===== config.mk =====
export PLATFORM = sky130hd
export DESIGN_NAME = net_msg_endpoint
export DESIGN_NICKNAME = d
export VERILOG_FILES = /design/src/rtl/net_msg_pkg.sv /design/src/rtl/net_msg_fifo.sv /design/src/rtl/net_msg_endpoint.sv
export SDC_FILE = /design/constraint.sdc
export NUM_CORES = 1
export LEC_CHECK = 0
export CAP_MARGIN = 20
export CORE_ASPECT_RATIO = 1.25
export CORE_MARGIN = 5
export CORE_UTILIZATION = 49
export DETAILED_ROUTE_END_ITERATION = 10
export PLACE_DENSITY = 0.76
export REMOVE_ABC_BUFFERS = 1
export SETUP_SLACK_MARGIN = 0.1
export SKIP_CTS_REPAIR_TIMING = 1
export SLEW_MARGIN = 25
export SYNTH_ARGS = -nofsm -noshare
export SYNTH_HDL_FRONTEND = slang
export SYNTH_SLANG_ARGS = --single-unit

===== constraint.sdc =====
create_clock -name CLK -period 1.9 [get_ports CLK]
set_clock_uncertainty 0.15 [all_clocks]
set_input_delay 0.285 -clock CLK [delete_from_list [all_inputs] [get_ports CLK]]
set_output_delay 0.285 -clock CLK [all_outputs]
set_load 0.1 [all_outputs]

===== src/rtl/net_msg_pkg.sv =====
// Shared definitions for the messenger/network endpoint:
// header kinds, FSM state codes, flit counts and the NETPARAM layout.
package net_msg_pkg;

    localparam logic [1:0] KIND_CALL = 2'b00;
    localparam logic [1:0] KIND_STAT = 2'b01;
    localparam logic [1:0] KIND_REQ  = 2'b10;

    localparam int CALL_FLITS = 4;
    localparam int STAT_FLITS = 2;

    typedef logic [2:0] tx_state_t;
    localparam tx_state_t TX_IDLE = 3'd0;
    localparam tx_state_t TX_HDR  = 3'd1;
    localparam tx_state_t TX_B0   = 3'd2;
    localparam tx_state_t TX_B1   = 3'd3;
    localparam tx_state_t TX_B2   = 3'd4;
    localparam tx_state_t TX_DONE = 3'd5;

    typedef logic [2:0] rx_state_t;
    localparam rx_state_t RX_HDR  = 3'd0;
    localparam rx_state_t RX_P0   = 3'd1;
    localparam rx_state_t RX_P1   = 3'd2;
    localparam rx_state_t RX_P2   = 3'd3;
    localparam rx_state_t RX_P3   = 3'd4;
    localparam rx_state_t RX_SKIP = 3'd5;

    typedef struct packed {
        logic [1:0]  cpl;
        logic [23:0] target_pso;
        logic [15:0] task_id;
        logic [15:0] proc_indx;
        logic [31:0] param;
        logic [31:0] source_pso;
    } netparam_t;

    // Index of the final flit of an outgoing frame (header is index 0).
    function automatic logic [2:0] tx_last_idx(input logic is_stat);
        return is_stat ? 3'(STAT_FLITS - 1) : 3'(CALL_FLITS - 1);
    endfunction

endpackage


===== src/rtl/net_msg_fifo.sv =====
// Synchronous FIFO for assembled incoming request words.
// Ports: CLK, RESETn, push/wdata, pop/rdata (head), full, empty, count.
module net_msg_fifo
    import net_msg_pkg::*;
#(
    parameter int WIDTH = $bits(netparam_t),
    parameter int DEPTH = 2
) (
    input  logic                       CLK,
    input  logic                       RESETn,
    input  logic                       push,
    input  logic [WIDTH-1:0]           wdata,
    input  logic                       pop,
    output logic [WIDTH-1:0]           rdata,
    output logic                       full,
    output logic                       empty,
    output logic [$clog2(DEPTH+1)-1:0] count
);

    localparam int AW = (DEPTH > 1) ? $clog2(DEPTH) : 1;
    localparam int CW = $clog2(DEPTH + 1);

    logic [WIDTH-1:0] mem [DEPTH];
    logic [AW-1:0]    wr_ptr;
    logic [AW-1:0]    rd_ptr;
    logic             do_push;
    logic             do_pop;

    assign full    = (count == CW'(DEPTH));
    assign empty   = (count == '0);
    assign do_pop  = pop && !empty;
    // A same-cycle pop frees the slot the push needs.
    assign do_push = push && (!full || do_pop);
    assign rdata   = mem[rd_ptr];

    always_ff @(posedge CLK or negedge RESETn) begin
        if (!RESETn) begin
            for (int i = 0; i < DEPTH; i++) begin
                mem[i] <= '0;
            end
            wr_ptr <= '0;
            rd_ptr <= '0;
            count  <= '0;
        end else begin
            if (do_push) begin
                mem[wr_ptr] <= wdata;
                wr_ptr      <= wr_ptr + AW'(1);
            end
            if (do_pop) begin
                rd_ptr <= rd_ptr + AW'(1);
            end
            case ({do_push, do_pop})
                2'b10:   count <= count + CW'(1);
                2'b01:   count <= count - CW'(1);
                default: count <= count;
            endcase
        end
    end

endmodule


===== src/rtl/net_msg_endpoint.sv =====
// Network-side message endpoint: serialises outgoing call/status messages
// into 32-bit TX flits and assembles RX request frames into a FIFO.
// Ports: CLK/RESETn; NETSEND/NETTYPE/NETMSG/NETSTAT -> NETRDY, TXOVF;
//        NETREQ/NETPARAM <- NETMSGRD; TX and RX flit channels; RXERR.
module net_msg_endpoint
    import net_msg_pkg::*;
#(
    parameter int RXDEPTH = 2
) (
    input  logic         CLK,
    input  logic         RESETn,
    input  logic         NETSEND,
    input  logic         NETTYPE,
    input  logic [79:0]  NETMSG,
    input  logic [4:0]   NETSTAT,
    output logic         NETRDY,
    output logic         NETREQ,
    output logic [121:0] NETPARAM,
    input  logic         NETMSGRD,
    output logic         TXVALID,
    input  logic         TXREADY,
    output logic [31:0]  TXDATA,
    output logic         TXLAST,
    input  logic         RXVALID,
    output logic         RXREADY,
    input  logic [31:0]  RXDATA,
    input  logic         RXLAST,
    output logic         TXOVF,
    output logic         RXERR
);

    localparam int CW = $clog2(RXDEPTH + 1);

    // ---------------- TX path ----------------
    tx_state_t   tx_st;
    logic [79:0] h_msg;
    logic        h_type;
    logic [4:0]  h_stat;
    logic        txovf_q;
    logic [1:0]  tx_idx;
    logic        tx_hs;

    always_comb begin
        TXVALID = 1'b0;
        TXDATA  = '0;
        tx_idx  = 2'd0;
        case (tx_st)
            TX_HDR: begin
                TXVALID = 1'b1;
                tx_idx  = 2'd0;
                TXDATA  = h_type ? {KIND_STAT, 25'd0, h_stat}
                                 : {KIND_CALL, 30'd0};
            end
            TX_B0: begin
                TXVALID = 1'b1;
                tx_idx  = 2'd1;
                TXDATA  = h_msg[31:0];
            end
            TX_B1: begin
                TXVALID = 1'b1;
                tx_idx  = 2'd2;
                TXDATA  = h_msg[63:32];
            end
            TX_B2: begin
                TXVALID = 1'b1;
                tx_idx  = 2'd3;
                TXDATA  = {16'd0, h_msg[79:64]};
            end
            default: ;
        endcase
    end

    assign TXLAST = TXVALID && ({1'b0, tx_idx} == tx_last_idx(h_type));
    assign tx_hs  = TXVALID && TXREADY;
    assign NETRDY = (tx_st == TX_DONE);
    assign TXOVF  = txovf_q;

    always_ff @(posedge CLK or negedge RESETn) begin
        if (!RESETn) begin
            tx_st   <= TX_IDLE;
            h_msg   <= '0;
            h_type  <= 1'b0;
            h_stat  <= '0;
            txovf_q <= 1'b0;
        end else begin
            txovf_q <= NETSEND && (tx_st != TX_IDLE);
            case (tx_st)
                TX_IDLE: begin
                    if (NETSEND) begin
                        h_msg  <= NETMSG;
                        h_type <= NETTYPE;
                        h_stat <= NETSTAT;
                        tx_st  <= TX_HDR;
                    end
                end
                TX_HDR, TX_B0, TX_B1, TX_B2: begin
                    if (tx_hs) begin
                        tx_st <= TXLAST ? TX_DONE : tx_st + 3'd1;
                    end
                end
                default: tx_st <= TX_IDLE;
            endcase
        end
    end

    // ---------------- RX path ----------------
    rx_state_t   rx_st;
    logic [1:0]  r_cpl;
    logic [31:0] r_src;
    logic [31:0] r_prm;
    logic [15:0] r_tid;
    logic [15:0] r_pidx;
    logic        rxerr_q;
    logic        rx_en;
    logic        rx_hs;
    logic        push;
    logic        f_full;
    logic        f_empty;
    logic        full_eff;
    logic [CW-1:0] f_count;
    netparam_t   push_word;

    // Holds RXREADY low while in reset so every output reads 0.
    always_ff @(posedge CLK or negedge RESETn) begin
        if (!RESETn) rx_en <= 1'b0;
        else         rx_en <= 1'b1;
    end

    assign full_eff = f_full && !(NETMSGRD && !f_empty);
    assign RXREADY  = rx_en && !((rx_st == RX_P3) && full_eff);
    assign rx_hs    = RXVALID && RXREADY;
    assign push     = rx_hs && (rx_st == RX_P3) && RXLAST;
    assign RXERR    = rxerr_q;
    assign NETREQ   = (f_count != '0);

    always_comb begin
        push_word            = '0;
        push_word.cpl        = r_cpl;
        push_word.target_pso = RXDATA[23:0];
        push_word.task_id    = r_tid;
        push_word.proc_indx  = r_pidx;
        push_word.param      = r_prm;
        push_word.source_pso = r_src;
    end

    always_ff @(posedge CLK or negedge RESETn) begin
        if (!RESETn) begin
            rx_st   <= RX_HDR;
            r_cpl   <= '0;
            r_src   <= '0;
            r_prm   <= '0;
            r_tid   <= '0;
            r_pidx  <= '0;
            rxerr_q <= 1'b0;
        end else begin
            rxerr_q <= 1'b0;
            if (rx_hs) begin
                case (rx_st)
                    RX_HDR: begin
                        if (RXDATA[31:30] == KIND_REQ) begin
                            r_cpl <= RXDATA[25:24];
                            if (RXLAST) rxerr_q <= 1'b1;
                            rx_st <= RXLAST ? RX_HDR : RX_P0;
                        end else begin
                            rxerr_q <= 1'b1;
                            rx_st   <= RXLAST ? RX_HDR : RX_SKIP;
                        end
                    end
                    RX_P0: begin
                        r_src <= RXDATA;
                        if (RXLAST) rxerr_q <= 1'b1;
                        rx_st <= RXLAST ? RX_HDR : RX_P1;
                    end
                    RX_P1: begin
                        r_prm <= RXDATA;
                        if (RXLAST) rxerr_q <= 1'b1;
                        rx_st <= RXLAST ? RX_HDR : RX_P2;
                    end
                    RX_P2: begin
                        r_tid  <= RXDATA[31:16];
                        r_pidx <= RXDATA[15:0];
                        if (RXLAST) rxerr_q <= 1'b1;
                        rx_st  <= RXLAST ? RX_HDR : RX_P3;
                    end
                    RX_P3: begin
                        if (!RXLAST) rxerr_q <= 1'b1;
                        rx_st <= RXLAST ? RX_HDR : RX_SKIP;
                    end
                    RX_SKIP: begin
                        if (RXLAST) rx_st <= RX_HDR;
                    end
                    default: rx_st <= RX_HDR;
                endcase
            end
        end
    end

    net_msg_fifo #(
        .WIDTH ($bits(netparam_t)),
        .DEPTH (RXDEPTH)
    ) u_fifo (
        .CLK    (CLK),
        .RESETn (RESETn),
        .push   (push),
        .wdata  (push_word),
        .pop    (NETMSGRD),
        .rdata  (NETPARAM),
        .full   (f_full),
        .empty  (f_empty),
        .count  (f_count)
    );

endmodule


* Word level (Yosys, flattened, before mapping)
Index checks and enable logic that the tools add are counted.
** Word-level totals
- Memory bits (read-only) :: 0
- Bits in writable memories :: 0
- Bits in latches :: 0
- Input port bits :: 125
- Output and inout bits :: 161
- Memories kept :: 0
- Register bits :: 441
- Logic and storage cells :: 107
** Operators by class
- Multiplexer cells :: 29
- Reductions and logical operators :: 32
- Multipliers :: 0
- Add/sub/neg operators :: 5
- Divide/modulo/power cells :: 0
- Equal/unequal tests :: 18
- Bitwise logic cells :: 2
- Order comparisons :: 3
- Shift-type cells :: 0
** Operators by type and width (number)
- 2-to-1 mux 122 bit :: 4
- bitwise mux 244 bit :: 1
- one-hot mux 32 bit (4 select lines) :: 1
- demux 122 bit (select 1 bit) :: 1
- 2-to-1 mux 31 bit :: 1
- 2-to-1 mux 3 bit :: 7
- one-hot mux 3 bit (6 select lines) :: 1
- == test 3 x 2 -> 1 bit, second input constant :: 4
- == test 3 bit, second input constant :: 4
- logical AND 1 bit :: 12
- AND reduction 2 bit :: 6
- == test 2 bit, second input constant :: 3
- == test 3 x 1 -> 1 bit, second input constant :: 2
- logical NOT 3 bit :: 2
- 2-to-1 mux 1 bit :: 6
- 2-to-1 mux 2 bit :: 3
- one-hot mux 2 bit (3 select lines) :: 1
- one-hot mux 3 bit (2 select lines) :: 1
- greater-or-equal comparator 2 bit, second input constant :: 2
- logical NOT 1 bit :: 4
- inequality test 2 bit, second input constant :: 2
- inverter 1 -> 2 bit :: 2
- one-hot mux 2 bit (2 select lines) :: 1
- nonzero test 2 bit :: 2
- 15 further kinds :: 16

* Longest topological paths before layout
Gate-level depths: netlist of run 1.
- Depth after elaboration :: 14
- Mapped depth :: 8
- Depth with buffers taken out :: 6

* By module
From an unflattened synthesis of run 1, not the netlist that was laid out.
** Second synthesis, totals
- Cells, all modules :: 1224
- Area, all modules :: 18711.7 um^2
** Modules (own cells, without submodules)
- net_msg_fifo :: seq. area each 6206.0 um^2, times used 1, area each 10722.8 um^2, cells an instance 678
- net_msg_endpoint :: seq. area each 4829.6 um^2, times used 1, area each 7988.9 um^2, cells an instance 546

* Worst setup path after synthesis of run 1
No wires, ideal clock.
- Kind :: reg-to-output
- Start point :: reg rx_st[2]
- End point :: out RXREADY
- Required time :: 1465 ps
- Stages on the path, launching flop included :: 3
- Path buffers :: 1
- Setup slack :: -724 ps
- Arrival time :: 2189 ps
- Path through :: dfrtp_1 > buf_2 > a41oi_1
** On the way
- Word-level cells in the longest chain between the ends :: 4
** RTL lines
- start: declaration :: line net_msg_endpoint.sv:107 : rx_state_t rx_st;
- start signal: assignment :: line net_msg_endpoint.sv:163 : rx_st <= RXLAST ? RX_HDR : RX_P0;
- start signal: assignment :: line net_msg_endpoint.sv:166 : rx_st <= RXLAST ? RX_HDR : RX_SKIP;
- start signal: assignment :: line net_msg_endpoint.sv:172 : rx_st <= RXLAST ? RX_HDR : RX_P1;
- == test 3 bit :: line net_msg_endpoint.sv:130 : assign RXREADY = rx_en && !((rx_st == RX_P3) && full_eff);
- logical AND 1 bit :: line net_msg_endpoint.sv:130
- logical NOT 1 bit :: line net_msg_endpoint.sv:130
- logical AND 1 bit :: line net_msg_endpoint.sv:130
- end: declaration :: line net_msg_endpoint.sv:25 : output logic RXREADY,
No other way between the ends.

* Worst setup path after layout of run 1
- Start point :: reg tx_st[0]
- End point :: out TXDATA[8]
** On the way
- Word-level cells in the longest chain between the ends :: 2
- Elaborated cells on any way between the ends :: 5
- Classes of those cells :: 4 x eq/ne; 1 x mux
** RTL lines
- start: declaration :: line net_msg_endpoint.sv:35 : tx_state_t tx_st;
- start signal: assignment :: line net_msg_endpoint.sv:98 : tx_st <= TXLAST ? TX_DONE : tx_st + 3'd1;
- == test 3 bit, or another cell as far along :: line net_msg_endpoint.sv:47 : case (tx_st)
- one-hot mux 32 bit (4 select lines) * :: line net_msg_endpoint.sv:47
- end: declaration :: line net_msg_endpoint.sv:22 : output logic [31:0] TXDATA,
Mark *: on every way between the ends. The rest lies on a longest branch, timed or not.

==> impl_metrics.csv, run 1 <==
group,metric,value,unit
detailed_routing,wire_per_inst,26.2,µm
floorplan,initial_utilization,0.497,
timing,max_freq,379,MHz
cts,numCtsBuffers,43,
run,drv_cap,0,
cells_and_area,final_common_cell,"dfrtp_1",
cells_and_area,final_cells,2186,
cells_and_area,multi_input_area,8750,µm²
pwr,comb_power_share,0.555,
pwr,leakagePower,13.7,nW
floorplan,die_area,41900,µm²
detailed_routing,first_iter_violations,702,
timing,fin_ws,-0.742,ns
global_routing,antenna_found_initial,0,
timing,final_max_slew_viol_count,0,
cts,clk_pin_slew,0.07,ns
floorplan,row_count,79,
pwr,p_switching,23.3,mW
cts,htreeDepth,2,
cts,root_buffer,"clkbuf_16",
yosys,syn_avg_cell_area,15.5,µm²
place,numPortBuffers,285,
critical_path,start_kind,"flop",
global_routing,grt_pass1_wl,69400,µm
cts,clk_path_buf_depth,3,
cells_and_area,nNetsFinal,1797,
critical_path,worstSetupPathType,"flop to output pin",
detailed_routing,wl,57300,µm
detailed_routing,vias_per_cell,5.61,
global_routing,grt_overflow,0,
floorplan,core-area,37400,µm²
timing,setup_viol,458,
min_path,hold_class,"input pin to async pin",
detailed_routing,dr.pass1.iters,5,
yosys,synthesis.area,18600,µm²
timing,period_share,1.39,
yosys,synthCells,1201,
yosys,synth_seq_area_share,0.594,
critical_path,arrival,2.21,ns
global_routing,grt_usage,0.206,
detailed_routing,drc,0,
pwr,p_int,33.0,mW
pwr,power_density,1900,nW/µm²
cts,clock_sinks,441,
yosys,synth_cell_types,43,
pwr,finalPower,56.2,mW
cells_and_area,seq_area,11000,µm²
run_status,status,"complete, but fails checks",
yosys,synth_edf_count,0,
cells_and_area,area_growth,59.3,%
critical_path,required,1.46,ns
timing,finalHoldViolations,0,
critical_path,cp-end-kind,"output pin",
yosys,yosys_register_bits,441,
global_routing,grt_max_degree,53,
cells_and_area,drive_gt1_frac,0.605,
pwr,p_clk_frac,0.161,
cells_and_area,layout_common_cells,"dfrtp_1 (440), mux2_4 (382), buf_12 (203), mux2_2 (166), clkdlybuf4s50_1 (123)",
cells_and_area,fin_area,29600,µm²
floorplan,io_pins,286,
timing,rsz0062_at_grt,"yes",
cts,cts_tree,"built",
yosys,ys_warn_count,0,
cts,clk_latency,0.56,ns
place,gp_congestion,0.795,
timing,min_period,2.64,ns
global_routing,grt_pass1_vias,12810,
place,placed_cells,2018,
floorplan,fp.dieW,184,µm
run_status,violations,"negative setup slack",
detailed_routing,vias,12274,
cells_and_area,fill_cells,1906,
pwr,ir_drop,1540,µV
cells_and_area,antenna_cells,0,
place,dpl-instance-area,24600,µm²
yosys,ys.flop_type,"dfrtp_1",
pwr,p_seq_frac,0.285,
floorplan,die_h,228,µm
detailed_routing,drt.antenna.violating_nets,0,
pwr,sw_frac_of_total,0.413,
place,hpwlAfterDp,31000,µm
critical_path,cp_max_fo,6,
yosys,async_flop_share,1.00,
area by class of cell:
cell class / instances / area share
tap: 486 / 0.0205
clock inverter: 16 / 0.00676
sequential: 441 / 0.373
clock buffer: 63 / 0.0443
multi-input combinational: 668 / 0.296
inverter: 21 / 0.00266
timing repair buffer: 491 / 0.257
worst max-delay path, stage by stage, from the launching register on:
cell and delay, ns:
dfrtp_1 0.40, ha_2 0.21, ha_4 0.20, buf_12 0.15
a222oi_1 0.36, inv_1 0.15, buf_12 0.19
cells in the mapped netlist, drive strengths merged (2+ instances only):
master / count / area (µm²)
a21o: 2 / 15.0
a21oi: 3 / 15.0
a222oi: 17 / 170
a22o: 15 / 131
a41oi: 2 / 17.5
and2: 5 / 31.3
and3: 2 / 12.5
buf: 46 / 293
clkbuf: 26 / 97.6
dfrtp: 441 / 11000
ha: 6 / 75.1
inv: 21 / 78.8
mux2: 551 / 6200
nand2: 15 / 56.3
nand2b: 3 / 18.8
nand3: 3 / 15.0
nand4: 2 / 12.5
nor2: 9 / 41.3
nor3: 3 / 15.0
nor4b: 2 / 32.5
o21ai: 3 / 15.0
o31ai: 2 / 15.0
o32ai: 2 / 17.5
or2: 3 / 18.8
xnor2: 3 / 26.3
xor2: 3 / 26.3
metrics by stage:
stage | hold slack, ns | setup slack, ns | util | setup TNS [ns]
detailed placement | 0.0623 | -0.628 | 0.658 | -160.67
global route | 0.0815 | -0.818 | 0.792 | -176.28
finish | 0.0825 | -0.742 | 0.792 | -151.61
CTS | -0.532 | -0.863 | 0.699 | -118.83
floorplan | -0.161 | -4.95 | - | -1604.99
global placement | 0.0589 | -0.587 | 0.658 | -147.40
final timing paths:
kind	from	end	slack [ns]	cells past startpoint
max in group asynchronous	RESETn	u_fifo.mem[126]	0.67	4
setup reg to reg	rx_st[1]	u_fifo.mem[125]	-0.37	9
hold / removal	RESETn	u_fifo.mem[122]	0.08	2
setup / recovery	tx_st[0]	TXDATA[8]	-0.74	6
min in group CLK	NETMSG[18]	h_msg[18]	0.20	2
hold reg to reg	h_msg[49]	h_msg[49]	0.36	1
cell families (layout without fill, tap and decap cells):
kind of cell,after synthesis,count (layout),synth area share
other,1,1,0.000202
AND/OR/NAND/NOR,50,51,0.0148
AO/OA/AOI/OAI,52,52,0.0242
XOR/XNOR,6,6,0.00283
flip-flops,441,441,0.594
buffers and inverters,93,591,0.0253
adder cells (fa/ha/maj),6,6,0.00404
multiplexers,552,552,0.335
layer usage:
metal / wire length (µm) / GRT usage
met1: 21400 / 0.244
met4: 1900 / 0.0534
met5: 0 / 0
met3: 3310 / 0.0568
met2: 30600 / 0.373
sequential cells by signal, indices dropped and copies added (netlist names), 2 cells and up:
| name | flops |
|---|---|
| r_src | 32 |
| h_stat | 5 |
| r_tid | 16 |
| u_fifo.count | 2 |
| tx_st | 3 |
| r_pidx | 16 |
| u_fifo.mem | 244 |
| rx_st | 3 |
| r_cpl | 2 |
| r_prm | 32 |
| h_msg | 80 |
power by group through the flow:
stage               Clock [mW]  Combinational (mW)  Sequential (mW)
global placement             0                26.4             15.1
floorplan                    0                16.2             15.0
finish                    9.03                31.2             16.0
CTS                       9.09                26.9             15.3
detailed placement           0                26.8             15.4
global route              9.55                32.2             16.4
(Power assumes the default switching activity.)
==> run 2: changes to the inputs <==
- SLEW_MARGIN: 25 -> 20
==> results of run 2 <==
Same layout as run 1: the final DEF is identical, and so are final timing and power.
==> run 3: changes to the inputs <==
- CORE_UTILIZATION: 49 -> 55
- DONT_BUFFER_PORTS: default -> 1
- PLACE_DENSITY: 0.76 -> 0.72
==> impl_metrics.csv, run 3 (synthesis gave the netlist of run 1 again) <==
group,metric,value,unit
timing,period_share,1.44,
global_routing,grt_max_degree,442,
critical_path,arrival,2.31,ns
run,drv_cap,0,
pwr,comb_power_share,0.546,
pwr,ir_drop,1370,µV
cts,numCtsBuffers,43,
critical_path,r2r_cells,6,
critical_path,cp_max_fo,13,
timing,fin_hold_ws,-0.700,ns
timing,worst_slew_pin_slew,0.693,ns
global_routing,antenna_found_initial,1,
timing,max_freq,364,MHz
cts,clk_path_buf_depth,3,
critical_path,r2r_end,"tx_st[0]",
timing,rsz0062_at_grt,"yes",
timing,min_period,2.75,ns
cts,htreeDepth,2,
cts,cts_tree,"built",
cells_and_area,nNetsFinal,1716,
critical_path,worstReg2RegStart,"tx_st[0]",
cells_and_area,reg.largest.list,"u_fifo.mem x244, h_msg x80",
critical_path,r2r_slack,-0.42,ns
floorplan,die_area,37600,µm²
critical_path,start_kind,"flop",
global_routing,grt_pass1_wl,66600,µm
detailed_routing,vias,12042,
cts,clk_pin_slew,0.06,ns
cells_and_area,largest_reg_flops,244,
timing,final_max_slew_viol_count,0,
critical_path,cp-end-kind,"output pin",
min_path,hold_class,"input pin to async pin",
cells_and_area,area_growth,51.2,%
floorplan,die_h,215,µm
run_status,violations,"negative hold slack, negative setup slack",
pwr,p_clk_frac,0.161,
pwr,finalPower,54.8,mW
place,hpwlAfterDp,27800,µm
pwr,p_switching,23.0,mW
floorplan,row_count,75,
pwr,p_int,31.8,mW
global_routing,grt_overflow,0,
detailed_routing,wl,55500,µm
place,gp_congestion,0.805,
cts,clock_sinks,441,
global_routing,grt_pass1_vias,11830,
floorplan,io_pins,286,
cts,root_buffer,"clkbuf_16",
cells_and_area,final_common_cell,"dfrtp_1",
cells_and_area,seq_area,11000,µm²
timing,relSlewSlack,0.538,
detailed_routing,drc,0,
cells_and_area,top_register,"u_fifo.mem",
pwr,leakagePower,13.1,nW
detailed_routing,vias_per_cell,5.91,
cells_and_area,drive_gt1_frac,0.577,
cts,clk_latency,0.54,ns
pwr,power_density,1950,nW/µm²
detailed_routing,drt.antenna.violating_nets,0,
detailed_routing,first_iter_violations,769,
floorplan,initial_utilization,0.554,
timing,setup_viol,535,
critical_path,required,1.46,ns
floorplan,core-area,33500,µm²
run_status,status,"complete, but fails checks",
global_routing,grt_usage,0.219,
cells_and_area,multi_input_area,8460,µm²
cells_and_area,fill_cells,1471,
pwr,sw_frac_of_total,0.420,
place,numPortBuffers,0,
timing,fin_ws,-0.845,ns
cells_and_area,layout_common_cells,"dfrtp_1 (440), mux2_4 (323), mux2_2 (223), buf_12 (191), dlygate4sd3_1 (123)",
timing,finalHoldViolations,441,
detailed_routing,wire_per_inst,27.3,µm
detailed_routing,dr.pass1.iters,7,
critical_path,worstSetupPathType,"flop to output pin",
cells_and_area,post-route-util,0.838,
floorplan,fp.dieW,174,µm
pwr,p_seq_frac,0.293,
## run 3: worst max-delay path by stage
| stage | end | slack, ns | start | cells past startpoint |
|---|---|---|---|---|
| finish | TXDATA[10] | -0.85 | tx_st[0] | 6 |
| global route | TXDATA[10] | -0.91 | tx_st[1] | 7 |
| CTS | TXLAST | -0.81 | tx_st[1] | 7 |
| detailed placement | TXLAST | -0.23 | tx_st[0] | 7 |
| global placement | TXLAST | -0.19 | tx_st[0] | 7 |
| floorplan | u_fifo.mem[0] | -4.95 | rx_st[1] | 4 |
## run 3: stage by stage
step / instance area (µm²) / std cells / hold WS (ns) / TNS [ns] / worst slack (ns)
floorplan: 18200 / 1129 / -0.161 / -1604.99 / -4.95
global placement: 22800 / 1789 / -0.144 / -32.23 / -0.192
detailed placement: 22800 / 1789 / -0.147 / -41.40 / -0.225
CTS: 24300 / 1863 / -0.721 / -123.08 / -0.813
global route: 28100 / 2038 / -0.724 / -161.19 / -0.915
finish: 28100 / 2038 / -0.700 / -135.97 / -0.845
## run 3: cell type report
class	count	share of cell area
clock inverter	9	0.00468
timing repair buffer	411	0.232
clock buffer	65	0.0474
tap	423	0.0188
sequential	441	0.393
inverter	21	0.00281
antenna	1	0.0000891
multi-input combinational	667	0.301
## run 3: layer usage
metal / up-vias / share of wire / wire, µm / global-route usage
li1: 5108 / - / - / -
met1: 6350 / 0.38 / 20900 / 0.257
met2: 455 / 0.52 / 29000 / 0.383
met3: 129 / 0.064 / 3570 / 0.0791
met4: 0 / 0.037 / 2070 / 0.0584
met5: - / 0 / 0 / 0
## run 3: critical path, cell delays in order, from the launching register on
cell,delay [ns]
dfrtp_1,0.42
ha_2,0.23
ha_4,0.18
buf_12,0.14
a222oi_1,0.38
inv_1,0.20
buf_12,0.21
## run 3: power groups by stage
stage	Combinational, mW	Sequential (mW)	Clock [mW]
global placement	25.3	15.2	0
detailed placement	25.6	15.5	0
CTS	25.7	15.4	8.84
floorplan	16.2	15.0	0
finish	29.9	16.1	8.81
global route	30.7	16.4	9.34
